### src/rtl/vld_rdy_pkg.sv
// Shared types and constants for the valid-ready traffic source.
// States, data modes and default LFSR taps/seeds.
package vld_rdy_pkg;

  typedef enum logic [1:0] {
    ST_IDLE = 2'd0,
    ST_SEND = 2'd1,
    ST_GAP  = 2'd2
  } state_e;

  localparam logic MODE_INC  = 1'b0;
  localparam logic MODE_LFSR = 1'b1;

  localparam logic [23:0] DEF_TAP_MASK = 24'hE10000;
  localparam logic [15:0] DEF_GAP_SEED = 16'hACE1;
  // x^16+x^14+x^13+x^11, maximal length
  localparam logic [15:0] DEF_GAP_TAPS = 16'hB400;

endpackage

### src/rtl/vld_rdy_lfsr.sv
// Generic shift-left LFSR register with parallel load.
// Feedback bit is the parity of the tapped state bits.
import vld_rdy_pkg::*;

module vld_rdy_lfsr #(
  parameter int         W    = 16,
  parameter logic [W-1:0] TAPS = '0,
  parameter logic [W-1:0] SEED = '0
) (
  input  logic         clk,
  input  logic         rst_n,
  input  logic         en_i,
  input  logic         load_i,
  input  logic [W-1:0] load_val_i,
  output logic [W-1:0] q_o
);

  logic [W-1:0] q_q;
  logic [W-1:0] q_d;

  always_comb begin
    q_d = q_q;
    if (load_i) begin
      q_d = load_val_i;
    end else if (en_i) begin
      q_d = {q_q[W-2:0], ^(q_q & TAPS)};
    end
  end

  always_ff @(posedge clk or negedge rst_n) begin
    if (!rst_n) begin
      q_q <= SEED;
    end else begin
      q_q <= q_d;
    end
  end

  assign q_o = q_q;

endmodule

### src/rtl/vld_rdy_source.sv
// Valid-ready frame transmitter: incrementing or LFSR payload.
// Define VLD_RDY_SOURCE_GAP_EN for pseudo-random one-cycle gaps.
import vld_rdy_pkg::*;

module vld_rdy_source #(
  parameter int                    DATA_WIDTH = 24,
  parameter int                    LEN_WIDTH  = 16,
  parameter logic [DATA_WIDTH-1:0] TAP_MASK   = DEF_TAP_MASK,
  parameter logic [15:0]           GAP_SEED   = DEF_GAP_SEED
) (
  input  logic                  clk,
  input  logic                  rst_n,
  input  logic                  start,
  input  logic [LEN_WIDTH-1:0]  cfg_len,
  input  logic                  cfg_mode,
  input  logic [DATA_WIDTH-1:0] cfg_init,
  output logic                  valid,
  input  logic                  ready,
  output logic [DATA_WIDTH-1:0] data,
  output logic                  busy,
  output logic                  done,
  output logic [LEN_WIDTH-1:0]  beat_cnt
);

  state_e               state_q, state_d;
  logic [LEN_WIDTH-1:0] len_q, len_d;
  logic [LEN_WIDTH-1:0] beat_q, beat_d;
  logic                 mode_q, mode_d;
  logic                 done_q, done_d;

  logic                  cap;
  logic                  xfer;
  logic                  last;
  logic                  gap_hit;
  logic [DATA_WIDTH-1:0] init_v;
  logic [DATA_WIDTH-1:0] ld_val;

  assign valid    = (state_q == ST_SEND);
  assign busy     = (state_q != ST_IDLE);
  assign done     = done_q;
  assign beat_cnt = beat_q;

  assign cap  = (state_q == ST_IDLE) && start && (cfg_len != '0);
  assign xfer = valid && ready;
  assign last = (beat_q == len_q - LEN_WIDTH'(1));

  // all-zero LFSR state would lock up
  assign init_v = (cfg_mode == MODE_LFSR && cfg_init == '0)
                ? DATA_WIDTH'(1) : cfg_init;
  assign ld_val = cap ? init_v : data + DATA_WIDTH'(1);

  vld_rdy_lfsr #(
    .W    (DATA_WIDTH),
    .TAPS (TAP_MASK),
    .SEED ('0)
  ) u_data (
    .clk        (clk),
    .rst_n      (rst_n),
    .en_i       (xfer && mode_q == MODE_LFSR),
    .load_i     (cap || (xfer && mode_q == MODE_INC)),
    .load_val_i (ld_val),
    .q_o        (data)
  );

`ifdef VLD_RDY_SOURCE_GAP_EN
  logic [15:0] gap_q;

  vld_rdy_lfsr #(
    .W    (16),
    .TAPS (DEF_GAP_TAPS),
    .SEED (GAP_SEED)
  ) u_gap (
    .clk        (clk),
    .rst_n      (rst_n),
    .en_i       (busy),
    .load_i     (1'b0),
    .load_val_i (16'h0000),
    .q_o        (gap_q)
  );

  assign gap_hit = gap_q[0];
`else
  assign gap_hit = 1'b0;
`endif

  always_comb begin
    state_d = state_q;
    len_d   = len_q;
    mode_d  = mode_q;
    beat_d  = beat_q;
    done_d  = 1'b0;
    unique case (state_q)
      ST_IDLE: begin
        if (start) begin
          if (cfg_len == '0) begin
            done_d = 1'b1;
          end else begin
            state_d = ST_SEND;
            len_d   = cfg_len;
            mode_d  = cfg_mode;
            beat_d  = '0;
          end
        end
      end
      ST_SEND: begin
        if (xfer) begin
          beat_d = beat_q + LEN_WIDTH'(1);
          if (last) begin
            state_d = ST_IDLE;
            done_d  = 1'b1;
          end else if (gap_hit) begin
            state_d = ST_GAP;
          end
        end
      end
      ST_GAP: begin
        state_d = ST_SEND;
      end
      default: begin
        state_d = ST_IDLE;
      end
    endcase
  end

  always_ff @(posedge clk or negedge rst_n) begin
    if (!rst_n) begin
      state_q <= ST_IDLE;
      len_q   <= '0;
      mode_q  <= MODE_INC;
      beat_q  <= '0;
      done_q  <= 1'b0;
    end else begin
      state_q <= state_d;
      len_q   <= len_d;
      mode_q  <= mode_d;
      beat_q  <= beat_d;
      done_q  <= done_d;
    end
  end

endmodule

### config.mk
export PLATFORM = sky130hd
export DESIGN_NAME = vld_rdy_source
export DESIGN_NICKNAME = d
export VERILOG_FILES = /design/src/rtl/vld_rdy_pkg.sv /design/src/rtl/vld_rdy_lfsr.sv /design/src/rtl/vld_rdy_source.sv
export SDC_FILE = /design/constraint.sdc
export NUM_CORES = 1
export LEC_CHECK = 0
export CORE_MARGIN = 2
export CORE_UTILIZATION = 27
export CTS_BUF_LIST = sky130_fd_sc_hd__clkbuf_8
export CTS_CLUSTER_DIAMETER = 80
export DETAILED_ROUTE_END_ITERATION = 12
export GPL_TIMING_DRIVEN = 0
export PLACE_DENSITY = 0.56
export SLEW_MARGIN = 20
export SYNTH_ARGS = -nofsm -noshare
export SYNTH_HDL_FRONTEND = slang
export SYNTH_SLANG_ARGS = --single-unit
### constraint.sdc
create_clock -name clk -period 3.15 [get_ports clk]
set_input_delay 0.315 -clock clk [delete_from_list [all_inputs] [get_ports clk]]
set_output_delay 0.315 -clock clk [all_outputs]
set_load 0.05 [all_outputs]
Word-level counts from Yosys, hierarchy flattened. Cells that the tools add are included.

Bits in registers: 60. Memories kept: 0. Input bits: 45. Latch bits: 0. RAM bits: 0. ROM bits: 0.

Multiplexer cells: 18. Reduce and logical (&&, ||, !) cells: 18. $lt $le $gt $ge: 0. Div/mod/pow operators: 0. $mul: 0. Equal/unequal tests: 7. Bitwise gates (word level): 2. Shift operators: 0. Add/subtract/negate cells: 3.

Operators with widths (number): two-way mux 24 bit (4); two-way mux 16 bit (3); one-hot mux 16 bit (2 select lines) (1); adder 24 x 1 -> 24 bit, second input constant (1); logical NOT 24 bit (1); XOR reduction 24 bit (1); adder 16 x 1 -> 16 bit, second input constant (1); == test 16 bit (1); logical NOT 16 bit (1); nonzero test 16 bit (1); subtractor 16 x 1 -> 16 bit, second input constant (1); two-way mux 2 bit (4); AND reduction 4 bit (2); logical AND 1 bit (6); one-hot mux 2 bit (3 select lines) (1); nonzero test 2 bit (3); two-way mux 1 bit (4); != test 2 x 1 -> 1 bit, second input constant (2); != test 2 bit, second input constant (2); AND reduction 3 bit (1); == test 2 x 1 -> 1 bit, second input constant (1); == test 2 bit, second input constant (1); logical NOT 2 bit (1); inverter 1 bit (2); 2 further kinds (2).

Depth between registers and ports, before layout. Gate-level depths: netlist of the first run.

Word-level depth: 5. Mapped depth: 8.

Modules after synthesis. From an unflattened synthesis of the first run, not the netlist that was laid out.

Cell total of the unflattened synthesis: 442. Area total of the unflattened synthesis: 3940.0 µm².

Modules (own cells, without submodules): vld_rdy_source (area each 2785.2 µm², cells each 334, instances 1); vld_rdy_lfsr (area each 1154.9 µm², cells each 108, instances 1).

Worst setup path before layout of the first run. No wires, ideal clock.

Kind: reg-to-reg. Start point: register u_data.q_q[0] (netlist: u_data.q_o[0]). End point: register u_data.q_q[16] (netlist: u_data.q_o[16]). Period minus slack after synthesis: 2.406 ns. Data required time: 3.024 ns. Buffers on the path: 0. Cell stages (with the launch flop): 7. Arrival time: 2.280 ns. Setup time: 0.126 ns. Path slack: 0.744 ns. Cells stage by stage: dfrtp_1 -> ha_1 -> nand4_1 -> nor4_2 -> nand2_1 -> xnor2_1 -> a221o_1.

Word-level cells in the longest chain between the ends: 3.

Ends and longest elaborated chain: start, declared (line vld_rdy_lfsr.sv:18) `logic [W-1:0] q_q;`; start signal, assigned (line vld_rdy_lfsr.sv:34) `q_q <= q_d;`; adder 24 x 1 -> 24 bit (line vld_rdy_source.sv:50) `assign ld_val = cap ? init_v : data + DATA_WIDTH'(1);`; two-way mux 24 bit (line vld_rdy_source.sv:50); two-way mux 24 bit (line vld_rdy_lfsr.sv:23) `if (load_i) begin`.

No other way between the ends. A chain may end at the register's enable or synchronous reset.

Worst setup path after layout of the first run.
Start point: input port cfg_len[0]. End point: register u_data.q_q[9] (netlist: u_data.q_o[9]).

Word-level cells in the longest chain between the ends: 4.

Ends and longest elaborated chain: start, declared (line vld_rdy_source.sv:14) `input logic [LEN_WIDTH-1:0] cfg_len,`; nonzero test 16 bit (*) (line vld_rdy_source.sv:43) `assign cap = (state_q == ST_IDLE) && start && (cfg_len != '0);`; logical AND 1 bit (*) (line vld_rdy_source.sv:43); two-way mux 24 bit / logical OR 1 bit (equally long branches) (line vld_rdy_source.sv:50, vld_rdy_source.sv:60); two-way mux 24 bit / nonzero test 2 bit (equally long branches).

Every way passes the cells marked *; elsewhere a longest branch is shown, timed or not.

==> results.cfg, run 1 <==
[clocking]
clock-sinks = 59
cts_setup_buffers = 0
cts-htree-levels = 3
root_buffer = clkbuf_8
clock_latency_ns = 0.35
cts_resized = 0
cts_buffers = 9
ctsLongestPathBuffers = 2
clk_pin_slew_ns = 0.08
cts_tree = built

[power_and_ir_drop]
ir_worst_vdd_mv = 0.5668
p_leak_nw = 2.042
p_per_area_nw_per_um2 = 910.6
power_mw = 4.742

[final_layout]
drive_above_1_share_pct = 5.146
area_delta_synth_final_pct = 35.00
fill_cells = 1444
multi_input_area_um2 = 2201
final_util_pct = 37.37
fin_nets = 626
diodes = 0
ff_latch_area_um2 = 1476

[floorplan]
dieHeight_um = 123.5
die_w_um = 123.5
core-area_um2 = 13930
start_util_pct = 27.68
fp-row-count = 43
io_pins = 88
die_area_um2 = 15260

[worst_setup_path]
arrival_ns = 3.07
cp-start-kind = input pin
critPathMaxStageDelay_ns = 0.60
critPathKind = input pin to flip-flop
reg2reg_depth = 8
rrSetupSlack_ns = 0.53
crit_path_end_kind = flip-flop
cp.required_ns = 3.43
cp_cell_sequence = clkdlybuf4s50_1 > nor4_1 > nand4_1 > nand2b_1 > clkbuf_1 > buf_1 > o22ai_1 > a21oi_1
critPathMaxFanout = 10
slowest_stage = buf_1

[sta]
final.setup.worst_slack_ns = 0.3518
setup_viol = 0
hold_violations = 0
maxSlewHeadroom_pct = 46.32
clock.fmax_ghz = 0.3574
min_period_ns = 2.798
fin_worst_skew_ns = 0.006818
maxSlewViolCount = 0
worstMarginPinSlew_ns = 0.7978
tns_ns = 0
rsz0062_at_grt = false
min_period_over_period_pct = 88.83

[routing]
via_count = 4242
via_per_inst = 5.560
drtAntennaViolNets = 0
drc = 0
wirelength_mm = 14.45
drt_iter0_drc = 311
dr.pass1.iters = 5
routedWlPerCell_um = 18.94

[placed_design]
hpwl_mm = 10.81
place_congestion = 0.8941
pre_cts_slack_ns = 0.06372
placement.io_buffers = 87

[yosys]
synth.distinct_cells = 58
syn-cell-area_um2 = 3857
synth_ff_type = dfrtp_1
syn_nets = 526
ys_top_cells_by_area = dfrtp_1 (38%), nand2_1 (8.5%), o21ai_0 (5.3%), a21oi_1 (3.6%), xnor2_1 (3.6%)
yosysWarnings = 0
synth_top_area_cell = dfrtp_1
syn_inst = 478
synth_area_per_cell_um2 = 8.070
synth-seq-cells = 59
yosysTopAreaCellShare_pct = 38.27
async_reset_ff_share_pct = 100.0
synth-edff-count = 0
synthMostInstantiatedCell = nand2_1
ys_seq_area_share_pct = 38.27
synthTopCellsByCount = nand2_1 (87), dfrtp_1 (59), o21ai_0 (41), nor2_1 (32), a21oi_1 (28)

[grt]
grt_pass1_wl_mm = 22.56
grt_usage_pct = 19.55
antenna_found_initial = 0
grt_max_degree = 36
grt-ovfl-total = 0
grt_pass1_vias = 4116

[status]
status = finished clean

[hold_path]
min_path_type = input pin to asynchronous set/reset pin

[flow_run]
cap_viol_max_count = 0
-- where the power goes --
part / internal, mW / total, mW / leakage [nW] / switching, mW
Sequential: 1.03 / 1.47 / 0.741 / 0.441
Clock: 0.467 / 0.810 / 0.108 / 0.343
Combinational: 0.928 / 2.46 / 1.19 / 1.53
-- path summary, 6_finish.rpt --
check	start	end
worst min register to register	len_q[15]	len_q[15]
worst max-delay path	cfg_len[0]	u_data.q_o[9]
worst max register to register	len_q[0]	state_q[0]
min in group clk	len_q[15]	len_q[15]
worst min-delay path	rst_n	len_q[5]
max in group asynchronous	rst_n	u_data.q_o[10]
-- placed cells by master (no fill, tap or decap), types with 10 or more instances in the layout --
master / instances
a21oi_1: 28
o21ai_0: 41
clkdlybuf4s50_1: 86
xor2_1: 12
nand2_1: 87
inv_1: 11
nand3_1: 20
clkbuf_8: 11
dfrtp_1: 59
nor2_1: 32
and3_1: 10
nor4_1: 14
xnor2_1: 16
clkbuf_1: 21
a31oi_1: 10
nand4_1: 13
-- flip-flops by register name, indices dropped and copies added, names as in the netlist --
register    count
done            1
mode_q          1
u_data.q_o     24
state_q         1
beat_cnt       16
len_q          16
-- routing by layer --
| metal | wire length (µm) | vias up | GRT usage [%] | part of all wire (%) |
|---|---|---|---|---|
| met5 | 0 | - | 0 | 0 |
| met4 | 296 | 0 | 5.398 | 2.0 |
| met3 | 1118 | 27 | 4.889 | 7.7 |
| met2 | 6741 | 197 | 31.83 | 47 |
| met1 | 6295 | 2070 | 25.75 | 44 |
| li1 | - | 1948 | - | - |
-- layout make-up --
class,instances,area share [%]
clock buffers,10,2.643
inverters,11,0.7929
clock inverters,6,1.706
well taps,180,4.325
repair buffers,89,17.25
flip-flops and latches,59,28.35
plain buffers,29,2.667
multi-input cells,379,42.26
-- metrics by stage --
stage	std cells	area [µm²]	hold WS, ns
after CTS	763	5207	0.4352
final	763	5207	0.4258
after global placement	745	4954	0.4815
after floorplan	478	3857	0.01941
after global routing	763	5207	0.4419
after detailed placement	746	4971	0.2524
-- what timing repair did --
action	CTS	global route
endpoints found under the setup margin	0	0
hold buffers	1	0
endpoints found under the hold margin	24	0
-- kinds of logic (layout without fill, tap and decap cells) --
family	count (synthesis)	count (layout)	share of synthesized area, %
flops	59	59	38.27
buf+inv	40	145	4.671
compound gates	133	133	22.22
fa+ha+maj	3	3	0.9732
mux	6	6	1.557
simple gates	209	209	25.95
xor+xnor	28	28	6.357
-- critical path, delay by kind of cell --
family	cells	cell delay, ns
AND/OR/NAND/NOR	3	0.90
buffers and inverters	3	1.54
AO/OA/AOI/OAI	2	0.31
(Power assumes the default switching activity.)
==> run 2: changes to the inputs <==
--- a/config.mk
+++ b/config.mk
@@ -5,7 +5,6 @@
 export SDC_FILE = /design/constraint.sdc
 export NUM_CORES = 1
 export LEC_CHECK = 0
-export CORE_MARGIN = 2
 export CORE_UTILIZATION = 27
 export CTS_BUF_LIST = sky130_fd_sc_hd__clkbuf_8
 export CTS_CLUSTER_DIAMETER = 80
==> results.cfg, run 2 (same netlist as run 1, synthesis figures left out) <==
[status]
status = finished clean

[worst_setup_path]
reg2reg_depth = 8
crit_path_end_kind = flip-flop
cp.required_ns = 3.43
arrival_ns = 3.08
critPathKind = input pin to flip-flop
cp-start-kind = input pin
critPathMaxFanout = 10

[routing]
dr_wl_met2_mm = 6.763
drc = 0
via_per_inst = 5.502
drt_iter0_drc = 377
dr.pass1.iters = 5
via_count = 4198
met3_length_mm = 1.068
route.layer.met1.wl_mm = 6.477
routedWlPerCell_um = 18.96
dr.max_layer_used = met4
drtAntennaViolNets = 0
wirelength_mm = 14.47

[power_and_ir_drop]
p_leak_nw = 2.042
power_mw = 4.753
internal_power_mw = 2.425
swShare_pct = 48.99
p_clk_share_pct = 17.1
ir_worst_vdd_mv = 0.4536
switchingPower_mw = 2.329
pwr-share-comb_pct = 51.7
power_frac_seq_pct = 31.2
p_per_area_nw_per_um2 = 912.8

[clocking]
clock-sinks = 59
cts_resized = 0
cts_tree = built
clk_pin_slew_ns = 0.08
ctsLongestPathBuffers = 2
root_buffer = clkbuf_8
cts-htree-levels = 3
clock_latency_ns = 0.36
cts_buffers = 9

[final_layout]
layout.cells.non_filler = 763
fill_cells = 1425
layout.cells.most_common = nand2_1
final_util_pct = 37.37
area_delta_synth_final_pct = 35.00
drive_above_1_share_pct = 5.146
fin_nets = 626
largest_reg_flops = 24
final_cell_mix = nand2_1 (87), clkdlybuf4s50_1 (86), dfrtp_1 (59)
diodes = 0

[grt]
grt_pass1_wl_mm = 22.58
antenna_found_initial = 0
grt_pass1_vias = 4132
grt_max_degree = 31
grt-ovfl-total = 0
grt_usage_pct = 20.25

[sta]
hold_violations = 0
maxSlewHeadroom_pct = 43.62
fin_worst_skew_ns = 0.007678
setup_viol = 0
min_period_ns = 2.796
rsz0062_at_grt = false
min_period_over_period_pct = 88.76
worstMarginPinSlew_ns = 0.8380
clock.fmax_ghz = 0.3577
maxSlewViolCount = 0

[floorplan]
io_pins = 88
dieHeight_um = 121.5
core-area_um2 = 13930
die_w_um = 121.5
fp-row-count = 43
start_util_pct = 27.68
die_area_um2 = 14770

[flow_run]
cap_viol_max_count = 0

[hold_path]
min_path_type = input pin to asynchronous set/reset pin

[placed_design]
dp_cells = 746
hpwl_mm = 10.84
place_congestion = 0.9074
placement.io_buffers = 87
[run 2: final timing paths]
kind | startpoint | end | slack [ns]
min reg2reg | len_q[15] | len_q[15] | 0.51
max reg2reg | len_q[0] | state_q[0] | 0.46
max | cfg_len[1] | u_data.q_o[10] | 0.35
min | rst_n | beat_cnt[7] | 0.44
max in group asynchronous | rst_n | u_data.q_o[7] | 2.19
min in group clk | len_q[15] | len_q[15] | 0.51
[run 2: metrics by stage]
step | TNS [ns] | area, µm² | hold slack [ns] | setup WS (ns)
CTS | 0 | 5207 | 0.4480 | 0.4482
global route | 0 | 5207 | 0.4748 | 0.2723
finish | 0 | 5207 | 0.4369 | 0.3542
floorplan | 0 | 3857 | 0.01941 | 0.7440
global placement | -17.45 | 4954 | 0.4837 | -0.3001
detailed placement | 0 | 4971 | 0.2851 | 0.08168
[run 2: what timing repair did]
item | CTS | global route
hold buffers | 1 | 0
endpoints found under the hold margin | 29 | 0
buffers inserted | 0 | 0
[run 2: power by group through the flow]
stage	registers [mW]	clock network, mW	logic (mW)
finish	1.48	0.814	2.46
global route	1.53	0.860	2.66
CTS	1.48	0.827	2.45
detailed placement	1.49	0	2.43
global placement	1.48	0	2.42
floorplan	1.92	0	1.15
[run 2: final cells by class]
cell class / instances / area [µm²] / share of cell area (%)
Buffer: 29 / 138.9 / 2.667
Tap cell: 180 / 225.2 / 4.325
Sequential cell: 59 / 1476 / 28.35
Clock inverter: 6 / 88.84 / 1.706
Timing Repair Buffer: 89 / 898.4 / 17.25
Inverter: 11 / 41.29 / 0.7929
Clock buffer: 10 / 137.6 / 2.643
Multi-Input combinational cell: 379 / 2201 / 42.26
[run 2: worst max-delay path: stages]
cell             delay (ns)
clkdlybuf4s50_1        0.46
nor4_1                 0.46
nand4_1                0.26
nand2b_1               0.24
clkbuf_1               0.45
buf_1                  0.59
o22ai_1                0.15
nor2_1                 0.14
[run 2: layer usage]
metal,global-route usage (%),vias to the layer above
met1,26.76,2025
met4,5.324,0
met3,3.853,14
met5,0,-
met2,33.70,208
li1,-,1951
